## config.mk

```make
export PLATFORM = sky130hd
export DESIGN_NAME = note_detect
export DESIGN_NICKNAME = d
export VERILOG_FILES = /design/src/rtl/note_detect.sv
export SDC_FILE = /design/constraint.sdc
export NUM_CORES = 1
export LEC_CHECK = 0
export CORE_MARGIN = 4
export CORE_UTILIZATION = 40
export CTS_CLUSTER_DIAMETER = 200
export CTS_CLUSTER_SIZE = 25
export DETAILED_ROUTE_END_ITERATION = 7
export SLEW_MARGIN = 40
export SYNTH_ARGS = -nofsm -noshare
export SYNTH_HDL_FRONTEND = slang
export SYNTH_SLANG_ARGS = --single-unit
```

## constraint.sdc

```tcl
create_clock -name clock_27mhz -period 7.2 [get_ports clock_27mhz]
set_input_delay 1.44 -clock clock_27mhz [delete_from_list [all_inputs] [get_ports clock_27mhz]]
set_output_delay 1.44 -clock clock_27mhz [all_outputs]
set_load 0.02 [all_outputs]
```

## src/rtl/note_detect.sv

```systemverilog
// note_detect: groups FFT magnitude writes into frames, picks the loudest tracked note bin per
// frame and debounces it into a stable note number.
//   clock_27mhz  in   1   system clock
//   reset_n      in   1   asynchronous active-low reset
//   haddr        in   12  FFT bin index of current magnitude
//   hdata        in   10  magnitude, unsigned
//   hwe          in   1   write strobe; haddr/hdata valid only when high
//   note_out     out  4   debounced note index, 4'hF = silence
//   note_valid   out  1   one-cycle pulse when note_out changes
//   peak_mag     out  10  best magnitude of the last closed frame
//   frame_strobe out  1   one-cycle pulse, one cycle after each frame close
module note_detect #(
   parameter int                   NNOTES        = 8,
   parameter logic [12*NNOTES-1:0] NOTE_BINS     = {12'h012, 12'h011, 12'h010, 12'h00F,
                                                    12'h00E, 12'h00D, 12'h00C, 12'h00B},
   parameter logic [9:0]           THRESH        = 10'd64,
   parameter logic [19:0]          FRAME_GAP     = 20'd100000,
   parameter logic [2:0]           STABLE_FRAMES = 3'd3
) (
   input  logic        clock_27mhz,
   input  logic        reset_n,
   input  logic [11:0] haddr,
   input  logic [9:0]  hdata,
   input  logic        hwe,
   output logic [3:0]  note_out,
   output logic        note_valid,
   output logic [9:0]  peak_mag,
   output logic        frame_strobe
);
   typedef enum logic {IDLE, ACCUM} state_t;
   localparam logic [3:0]  SILENCE  = 4'hF;
   localparam logic [19:0] GAP_LAST = FRAME_GAP - 20'd1;
   state_t              state;
   logic [NNOTES-1:0]   seen;
   logic [3:0]          best_idx;
   logic [9:0]          best_mag;
   logic [19:0]         idle;
   logic [3:0]          cand;
   logic [3:0]          prev_cand;
   logic [2:0]          stable;
   logic                hit;
   logic [3:0]          idx;
   logic [NNOTES-1:0]   oh;
   logic                rep;
   logic                close_b;
   logic                close;
   logic                better;
   logic [2:0]          stable_nx;
   // descending scan so the lowest matching note index wins on duplicate bins
   always_comb begin
      hit = 1'b0;
      idx = 4'd0;
      oh  = '0;
      for (int i = NNOTES - 1; i >= 0; i--)
         if (hwe && haddr == NOTE_BINS[12*i +: 12]) begin
            hit   = 1'b1;
            idx   = 4'(i);
            oh    = '0;
            oh[i] = 1'b1;
         end
      rep       = hit && |(seen & oh);
      close_b   = state == ACCUM && !hit && idle == GAP_LAST;
      close     = (state == ACCUM && rep) || close_b;
      better    = hdata > best_mag || (hdata == best_mag && idx < best_idx);
      stable_nx = (cand == prev_cand) ? ((stable == 3'd7) ? 3'd7 : stable + 3'd1) : 3'd1;
   end
   always_ff @(posedge clock_27mhz or negedge reset_n) begin
      if (!reset_n) begin
         state        <= IDLE;
         seen         <= '0;
         best_idx     <= SILENCE;
         best_mag     <= '0;
         idle         <= '0;
         cand         <= SILENCE;
         prev_cand    <= SILENCE;
         stable       <= '0;
         note_out     <= SILENCE;
         note_valid   <= 1'b0;
         peak_mag     <= '0;
         frame_strobe <= 1'b0;
      end else begin
         frame_strobe <= close;
         note_valid   <= 1'b0;
         if (close) begin
            peak_mag <= best_mag;
            cand     <= (best_mag < THRESH) ? SILENCE : best_idx;
         end
         // debounce stage runs on the cycle after a close, from the snapshot taken at close
         if (frame_strobe) begin
            stable    <= stable_nx;
            prev_cand <= cand;
            if (stable_nx >= STABLE_FRAMES && cand != note_out) begin
               note_out   <= cand;
               note_valid <= 1'b1;
            end
         end
         // a repeated bin marks the next FFT frame: close and restart in the same cycle
         if (hit && (state == IDLE || rep)) begin
            state    <= ACCUM;
            seen     <= oh;
            best_idx <= idx;
            best_mag <= hdata;
            idle     <= '0;
         end else if (hit) begin
            seen <= seen | oh;
            idle <= '0;
            if (better) begin
               best_idx <= idx;
               best_mag <= hdata;
            end
         end else if (close_b) begin
            state <= IDLE;
            seen  <= '0;
            idle  <= '0;
         end else if (state == ACCUM && idle != GAP_LAST)
            idle <= idle + 20'd1;
      end
   end
endmodule

```

==> flow_summary.json <==
{
  "drt-total-wl_um": 7200,
  "pre_cts_slack_ns": 2.38,
  "diodes": 0,
  "setup_tns_ns": 0,
  "nets": 422,
  "post-cts-setup-buffer-count": 0,
  "final_cell_count_no_fill": 496,
  "start_util_pct": 41.6,
  "drt-pass1-iter-count": 6,
  "fp.coreArea_sq_mm": 0.00881,
  "setup_viol": 0,
  "io_pins": 41,
  "gp_congestion": 0.787,
  "place_area_sq_mm": 0.00415,
  "worst_ep_arrival_time_ns": 4.48,
  "clockBufferDepth": 2,
  "vdd_drop_max_v": 0.0000851,
  "r2r-start": "state",
  "via_per_inst": 5.38,
  "die_x_um": 104,
  "crit_path_max_fanout": 14,
  "seq_area_frac_synth_pct": 48.4,
  "whs_ns": 0.495,
  "die-area_sq_mm": 0.0107,
  "htreeDepth": 3,
  "synth_edf_count": 0,
  "rsz0062_at_grt": "false",
  "fin_crit_ns": 4.25,
  "yosysWarnings": 0,
  "die_h_um": 104,
  "r2r_slack_ns": 4.37,
  "slew_violations": 0,
  "hold_class": "register to register",
  "clkTransAtPathRegs_ns": 0.07,
  "ant_nets": 0,
  "layout_commonest_cell": "dfrtp_1",
  "dp.cells": 480,
  "clock_skew_ns": 0.0118,
  "cts_buffers": 9,
  "min_path_cells": 2,
  "cts_sinks": 70,
  "post-route-period-util_pct": 59.1,
  "cap_violations": 0,
  "status": "completed",
  "post_drt_wl_per_cell_um": 14.5,
  "critPathLaunchType": "input pin",
  "final_cell_mix": "dfrtp_1 (54), clkdlybuf4s50_1 (39), inv_1 (30)",
  "finalHoldViolations": 0,
  "gr-usage-all-layers_pct": 13.8,
  "grt_pass1_vias": 2681,
  "startpoint": "haddr[7]",
  "cts_tree": "done",
  "hpwlAfterDp_um": 5010,
  "fillerInstances": 803,
  "drive_gt1_share_pct": 18.3,
  "cp-endpoint": "best_mag[7]",
  "design_area_sq_mm": 0.00434,
  "clk_latency_ns": 0.34,
  "powerDensity_mw_per_mm2": 184,
  "worst_pin_slew_ns": 0.722,
  "finalPower_uw": 800,
  "avgSynthCellArea_sq_um": 10.7,
  "grt_max_degree": 71,
  "cts.hold.buffers_added": 0,
  "clock-root-buffer": "clkbuf_8",
  "critPathKind": "input pin to register",
  "required_ns": 7.43,
  "synth-main-ff-cell": "dfrtp_1",
  "p_leak_nw": 1.83,
  "portBuffers": 40,
  "grt_pass1_wl_um": 12500,
  "r2r_end": "seen[0]",
  "antenna_found_initial": 0,
  "r2r_cells": 6,
  "clock.fmax_mhz": 235,
  "netlist_area_sq_mm": 0.00366,
  "drtIter0Drc": 103,
  "yosysUniqueCellTypes": 52,
  "grt_overflow": 0,
  "cts_resized": 0,
  "fin_ws_ns": 2.95,
  "mappedNetlistNets": 380,
  "syn_to_final_growth_pct": 18.6,
  "post-route-drc-count": 0,
  "end_kind": "register",
  "syn_inst": 341,
  "synth-async-reset-ratio_pct": 100,
  "slew_headroom_pct": 51.8,
  "post-route-util_pct": 49.3,
  "routed-via-count": 2669,
  "ys_ff_latch": 70,
  "placementRows": 34
}
-- flip-flops by register name, indices dropped and copies added (netlist names) --
| register | count |
|---|---|
| frame_strobe | 1 |
| prev_cand | 4 |
| cand | 4 |
| stable | 3 |
| seen | 8 |
| idle | 20 |
| state | 1 |
| best_idx | 4 |
| note_valid | 1 |
| best_mag | 10 |
| peak_mag | 10 |
| note_out | 4 |
-- worst min path at each step --
stage | from | endpoint | slack, ns
after floorplan | best_idx[0] | best_idx[0] | 0.46
after global placement | peak_mag[4] | peak_mag[4] | 0.49
after detailed placement | best_idx[2] | best_idx[2] | 0.49
after CTS | best_idx[2] | best_idx[2] | 0.50
after global routing | best_idx[2] | best_idx[2] | 0.52
final | best_idx[2] | best_idx[2] | 0.50
-- area by class of cell --
class / instances / area [sq um] / share of cell area, %
clock buffers: 11 / 141 / 3.26
clock inverters: 5 / 35.0 / 0.807
inverters: 30 / 113 / 2.60
multi-input cells: 230 / 1730 / 39.9
flip-flops and latches: 70 / 1770 / 40.8
well taps: 108 / 135 / 3.11
repair buffers: 42 / 414 / 9.54
-- power breakdown --
group / switching, mW / internal, mW
sequential: 0.0294 / 0.415
clock: 0.148 / 0.134
combinational: 0.0364 / 0.0371
total: 0.214 / 0.586
-- cells by family after synthesis --
| group | Yosys count | synth area share, % |
|---|---|---|
| muxes | 35 | 10.6 |
| xor gates and xnor gates | 14 | 3.35 |
| adders and majority gates | 14 | 4.79 |
| AOI/OAI and AO/OA | 73 | 13.9 |
| buffers and inverters | 41 | 4.75 |
| DFF | 70 | 48.4 |
| and+or+nand+nor | 94 | 14.2 |
-- cells in the mapped netlist (6+ instances only) --
cell type  number  share of area (%)
nand3_1        12                1.6
o21ai_0         6               0.82
a21o_1          6                1.2
inv_1          30                3.1
mux2_2         29                8.9
a21oi_1        24                3.3
mux2i_1         6                1.6
xor2_1         13                3.1
o31ai_1        10                2.1
nor2_1         16                1.6
and3_1          6                1.0
nand2_1        22                2.3
or4_1           9                1.8
ha_1           14                4.8
dfstp_2        16                 11
dfrtp_1        54                 37
-- critical path, stage by stage --
cell             delay [ns]
clkdlybuf4s50_1        0.43
nor4_2                 0.33
and2_1                 0.26
nand2_1                0.13
a21oi_1                0.18
ha_1                   0.27
a21o_1                 0.19
a21oi_1                0.13
o221ai_1               0.21
a31oi_4                0.51
mux2_2                 0.39
-- routing by layer --
metal / wire length (um) / vias to the layer above / share of wire, % / global-route usage (%)
li1: - / 1327 / - / -
met1: 3300 / 1288 / 46 / 17.0
met2: 3500 / 47 / 49 / 23.3
met3: 323 / 7 / 4.5 / 4.10
met4: 73 / 0 / 1.0 / 4.08
met5: 0 / - / 0 / 0
Note: power is estimated with default switching activity, not from simulation.
